## src/rtl/acondicionador_entrada.sv

```systemverilog
// acondicionador_entrada: multi-channel input conditioner for board pins.
// Each raw pin is brought into the clk domain by a two-flop synchroniser and
// debounced by a per-channel stability counter. The block delivers a clean
// level plus single-cycle rise/fall pulses aligned with the new level.
//
// Parameters:
//   WIDTH           number of independent channels
//   DEBOUNCE_CYCLES consecutive differing cycles needed to accept a change (>= 1)
// Ports:
//   clk         system clock, rising edge
//   rst_n       asynchronous active-low reset
//   in          raw asynchronous pin levels
//   estado      debounced level per channel
//   pulso_sube  one-cycle pulse when estado[i] goes 0->1
//   pulso_baja  one-cycle pulse when estado[i] goes 1->0
// Build option:
//   ACOND_INVERTIR_EN  when defined, raw pins are inverted before the
//                      synchroniser (active-low buttons read as 1 when pressed)
module acondicionador_entrada #(
  parameter int unsigned WIDTH           = 1,
  parameter int unsigned DEBOUNCE_CYCLES = 1_000_000
) (
  input  logic             clk,
  input  logic             rst_n,
  input  logic [WIDTH-1:0] in,
  output logic [WIDTH-1:0] estado,
  output logic [WIDTH-1:0] pulso_sube,
  output logic [WIDTH-1:0] pulso_baja
);

  localparam int unsigned CW = $clog2(DEBOUNCE_CYCLES + 1);
  localparam logic [CW-1:0] CNT_LAST = CW'(DEBOUNCE_CYCLES - 1);

  logic [WIDTH-1:0] in_eff;
  logic [WIDTH-1:0] s1;
  logic [WIDTH-1:0] s2;
  logic [CW-1:0]    cnt [WIDTH];

  // Optional polarity inversion ahead of the synchroniser
`ifdef ACOND_INVERTIR_EN
  assign in_eff = ~in;
`else
  assign in_eff = in;
`endif

  // Synchroniser, stability counters, debounced level and edge pulses
  always_ff @(posedge clk or negedge rst_n) begin
    if (!rst_n) begin
      s1         <= '0;
      s2         <= '0;
      estado     <= '0;
      pulso_sube <= '0;
      pulso_baja <= '0;
      for (int unsigned i = 0; i < WIDTH; i++) begin
        cnt[i] <= '0;
      end
    end else begin
      s1 <= in_eff;
      s2 <= s1;
      for (int unsigned i = 0; i < WIDTH; i++) begin
        pulso_sube[i] <= 1'b0;
        pulso_baja[i] <= 1'b0;
        if (s2[i] == estado[i]) begin
          // Any return to the accepted level discards the candidate entirely
          cnt[i] <= '0;
        end else if (cnt[i] == CNT_LAST) begin
          estado[i]     <= s2[i];
          cnt[i]        <= '0;
          pulso_sube[i] <= s2[i];
          pulso_baja[i] <= ~s2[i];
        end else begin
          cnt[i] <= cnt[i] + CW'(1);
        end
      end
    end
  end

endmodule

```

## config.mk

```make
export PLATFORM = sky130hd
export DESIGN_NAME = acondicionador_entrada
export DESIGN_NICKNAME = d
export VERILOG_FILES = /design/src/rtl/acondicionador_entrada.sv
export SDC_FILE = /design/constraint.sdc
export NUM_CORES = 1
export LEC_CHECK = 0
export CAP_MARGIN = 20
export CELL_PAD_IN_SITES_DETAIL_PLACEMENT = 1
export CELL_PAD_IN_SITES_GLOBAL_PLACEMENT = 1
export CORE_UTILIZATION = 45
export CTS_CLUSTER_SIZE = 20
export DETAILED_ROUTE_END_ITERATION = 10
export GPL_TIMING_DRIVEN = 0
export PLACE_DENSITY_LB_ADDON = 0.1
export SLEW_MARGIN = 5
export SYNTH_ARGS = -nofsm -noshare
export SYNTH_HDL_FRONTEND = slang
export SYNTH_SLANG_ARGS = --single-unit
```

## constraint.sdc

```tcl
create_clock -name clk -period 2.85 [get_ports clk]
set_input_delay 0.4275 -clock clk [delete_from_list [all_inputs] [get_ports clk]]
set_output_delay 0.4275 -clock clk [all_outputs]
set_load 0.01 [all_outputs]
```

==> results.md <==
Clock network:
- The TritonCTS sink count is 25.
- Buffers inserted during clock tree synthesis total 3.
- The buffer cell driving the clock tree root is sky130_fd_sc_hd__clkbuf_4.
- After clock tree synthesis, the setup repair step added 0 buffers.
- The later-pin clock latency in the skew report is around 320 ps.
- The maximum root-to-sink buffer count is 2.
- Clock-pin slew was measured on the worst setup and hold paths at around 140 ps.
- The post-cts repair resize count is 0.
- TritonCTS built the clock tree.
- The number of hold buffers added after CTS was 0.
- CTS built an H-tree with a depth of 1.

GRT:
- The global-route total usage across every layer is 0.205.
- The aggregate global routing overflow is 0.
- The maximum number of pins on one net before global-route repair is 26.
- The number of antenna violations at the first check in global routing is 0.
- The first-pass GRT wire length is 3.95 mm.
- The number of global-route vias before repair is 890.

Route:
- The total length of routed wires is 2.31 mm.
- For this block, the initial DRC count from the detailed router was 9.
- The post-route antenna net violation count is 0.
- The routed wirelength normalized by instance count is 14.9 um.
- Dividing the detail-routed via count by the number of cells gives roughly 5.5.
- The count of vias placed by the detailed router is 857.
- The final routed DRC violation total is 0.
- The number of optimization iterations in the first detailed-route pass is 4.

Logic synthesis:
- Synthesis produced a netlist whose cell count is approximately 120.
- The number of nets handed over by synthesis was 120.
- For this run, asynchronously set or reset flops after synthesis account for 1.00.
- Each instance of the synthesized netlist takes up on average 10.1 um^2.
- The synthesized design contains 25 register bits.
- The synthesized netlist occupies a cell area of 1170 um^2.
- Synthesis instantiated 29 different standard cells from the library.
- Counting flops with a built-in enable in the synthesized netlist gives 0.
- After synthesis, the cell types taking the most area are sky130_fd_sc_hd__dfrtp_1 53%, sky130_fd_sc_hd__xnor2_1 4.5%, sky130_fd_sc_hd__nor2_1 4.2%.
- The proportion of synthesized chip area in sequential cells is 0.533.
- The yosys synthesis warning count is 0.
- The biggest area contributor in the post-synthesis netlist is sky130_fd_sc_hd__dfrtp_1.
- The most used flip-flop cell after synthesis is sky130_fd_sc_hd__dfrtp_1.
- The share of the synthesized area in the top cell type is 0.533.

Worst setup path:
- The signal on the critical path passes through ha_1 -> nand2_1 -> or4_1 -> buf_2 -> or4_4 -> a21oi_2.
- The maximum fanout count along the critical path is 8.
- The arrival time at the worst endpoint is between 2000 and 2500 ps.
- The number of buffer and inverter stages on the critical path is 1.
- The library cell contributing the largest single delay on the critical path is sky130_fd_sc_hd__or4_1.
- The category of cells accounting for the largest share of critical-path delay is simple AND/OR/NAND/NOR gates.
- The category of the worst setup path launch point is a register.
- Data on the critical path is required at its endpoint by around 3100 ps.
- The worst setup path is captured at a register.
- The maximum cell stage delay along the critical path is ~530 ps.
- The worst setup path is of the reg -> reg kind.

Finish:
- The core utilization of the finished layout is 0.518.
- The number of filler instances in the final layout is 294.
- The layout cell share with drive strength beyond 1 is 0.160.
- At the end of the flow, the number of nets in the layout was 130.
- The number of antenna diodes in the final layout is 0.
- Relative to the synthesized area, the layout overhead comes to 9.38%.
- The final cell count without fillers is ~160.

STA:
- The total setup violations reported at the end of the flow is 0.
- After routing, the total negative slack on setup checks comes to 0 ps.
- For the finished layout, the period the worst path requires is 2220 ps.
- Setup repair after global routing left no endpoint under its margin.
- The setup slack of the critical path after layout is around 630 ps.
- The worst clock skew is between 2 and 3 ps.
- Across all hold checks on the routed design, the worst slack comes to about 66 ps.
- The relative slew slack is 0.637.
- For the pin with the worst max-slew slack, the measured transition is approximately 540 ps.
- The total count of hold-check failures in the final report is 0.
- The highest attainable clock frequency is 451 MHz.
- The count of pins over their slew limit came to 0.
- Of the available clock period, the critical path in the final layout requires 0.777.

Placement:
- Port buffering added 5 buffers.
- In this run, placement finished with an instance count of about 150.
- The placer congestion estimate is 0.736.
- Prior to clock tree synthesis, the placed netlist has a worst setup slack of approximately 650 ps.
- The HPWL reported at the end of detailed placement is roughly 1.7 mm.

Power and ir drop:
- For this design the static power due to leakage is roughly 0.51 nW.
- The proportion of power drawn by combinational gates is 0.041.
- The net switching power is around 0.13 mW.
- The internal power of the cells totals approximately 0.42 mW.
- The relative contribution of the clock network to total power is 0.293.
- The fraction of power spent switching nets is 0.234.
- The peak supply drop is around 0.00035 V.
- Dividing total power by cell area gives a power density of about 430 nW/um^2.
- The share of total power dissipated in sequential elements is 0.667.

Die:
- The total die area is 2820 um^2.
- The initial utilization of the core area, before any placement, comes to 0.474.
- After floorplanning, the core was divided into 18 placement rows.
- The I/O pin total is 6.
- The floorplan core area is approximately 2500 um^2.
- The width of the chip is roughly 53 um.
- The vertical extent of the die is around 53 um.

Flow run:
- Max-cap violations in this run came to 0.

Run status:
- The flow ran to the end, and the final reports show no timing, DRC or antenna violations.

Min path:
- The tightest min-delay check is of the in -> async type.
-- worst register-to-register path, delay by kind of cell, from the launching register on --
family	cells	cell delay, ps
compound gates	1	150
fa+ha+maj	1	250
buf+inv	1	190
flops	1	430
simple gates	3	1130
-- through the flow --
stage	instance area, um^2	total power, mW
after global placement	1260	0.395
after CTS	1290	0.557
final	1280	0.547
after floorplan	1170	0.382
after detailed placement	1260	0.396
after global routing	1280	0.573
-- placed cells by master, fill, tap and decap left out, types with 2 or more instances in the layout --
cell                              netlist  final
sky130_fd_sc_hd__a21oi_1                7      7
sky130_fd_sc_hd__buf_2                  4      5
sky130_fd_sc_hd__clkbuf_4               0      3
sky130_fd_sc_hd__clkdlybuf4s50_1        0      4
sky130_fd_sc_hd__dfrtp_1               25     25
sky130_fd_sc_hd__inv_1                  6      6
sky130_fd_sc_hd__nand2_1                5      5
sky130_fd_sc_hd__nand3_1                8      8
sky130_fd_sc_hd__nand4_1                2      2
sky130_fd_sc_hd__nor2_1                13     13
sky130_fd_sc_hd__nor3_1                 2      2
sky130_fd_sc_hd__nor3b_1                2      2
sky130_fd_sc_hd__o21ai_0                5      5
sky130_fd_sc_hd__o31ai_1                3      3
sky130_fd_sc_hd__or3_1                  2      2
sky130_fd_sc_hd__or3_2                  3      3
sky130_fd_sc_hd__or4_1                  6      6
sky130_fd_sc_hd__xnor2_1                6      6
sky130_fd_sc_hd__xor2_1                 5      5
-- area by class of cell --
cell class	instances	area [um^2]	area share
Timing Repair Buffer	5	45.0	0.0351
Sequential cell	25	626	0.487
Clock buffer	3	22.5	0.0175
Tap cell	30	37.5	0.0292
Multi-Input combinational cell	80	502	0.391
Clock inverter	1	5.00	0.00390
Inverter	6	22.5	0.0175
Buffer	5	23.8	0.0185
-- power groups by stage --
stage	Sequential, mW	Clock (mW)	Combinational (mW)
floorplan	0.371	0	0.0112
global placement	0.371	0	0.0234
detailed placement	0.372	0	0.0245
CTS	0.365	0.167	0.0246
global route	0.366	0.179	0.0275
finish	0.365	0.160	0.0223
-- flip-flops by register name, indices dropped and copies added, names as in the netlist --
name,flops
pulso_baja,1
estado,1
cnt,20
s2,1
pulso_sube,1
s1,1
-- kinds of logic (layout without fill, tap and decap cells) --
logic type                 count (synthesis)  count (layout)  synth area share
adders and majority gates                  1               1            0.0107
xor gates and xnor gates                  11              11            0.0821
and+or+nand+nor                           50              50             0.240
DFF                                       25              25             0.533
buffers and inverters                     11              20            0.0394
AOI/OAI and AO/OA                         17              17            0.0853
muxes                                      1               1           0.00959
-- synth_stat cells (2+ instances only) --
cell type / instances
sky130_fd_sc_hd__nor3b_1: 2
sky130_fd_sc_hd__nand3_1: 8
sky130_fd_sc_hd__nand2_1: 5
sky130_fd_sc_hd__nand4_1: 2
sky130_fd_sc_hd__dfrtp_1: 25
sky130_fd_sc_hd__buf_2: 4
sky130_fd_sc_hd__or3_2: 3
sky130_fd_sc_hd__or4_1: 6
sky130_fd_sc_hd__nor3_1: 2
sky130_fd_sc_hd__o31ai_1: 3
sky130_fd_sc_hd__or3_1: 2
sky130_fd_sc_hd__a21oi_1: 7
sky130_fd_sc_hd__xor2_1: 5
sky130_fd_sc_hd__xnor2_1: 6
sky130_fd_sc_hd__inv_1: 6
sky130_fd_sc_hd__nor2_1: 13
sky130_fd_sc_hd__o21ai_0: 5
-- per-layer routing --
| layer | vias up | track usage | wire, um |
|---|---|---|---|
| li1 | 422 | - | - |
| met1 | 423 | 0.254 | 1060 |
| met2 | 8 | 0.338 | 1170 |
| met3 | 4 | 0.0345 | 45 |
| met4 | 0 | 0.105 | 37 |
| met5 | - | 0 | 0 |
-- worst paths after layout --
| path | to | slack, ps | depth (start not counted) | startpoint |
|---|---|---|---|---|
| max reg2reg | cnt[18]$_DFF_PN0_ | 630 | 6 | cnt[0]$_DFF_PN0_ |
| min in group clk | s2$_DFF_PN0_ | 380 | 0 | s1$_DFF_PN0_ |
| max | cnt[18]$_DFF_PN0_ | 630 | 6 | cnt[0]$_DFF_PN0_ |
| min reg2reg | s2$_DFF_PN0_ | 380 | 0 | s1$_DFF_PN0_ |
| max in group asynchronous | cnt[2]$_DFF_PN0_ | 2420 | 1 | rst_n |
| min | cnt[14]$_DFF_PN0_ | 70 | 1 | rst_n |
(Power assumes the default switching activity.)
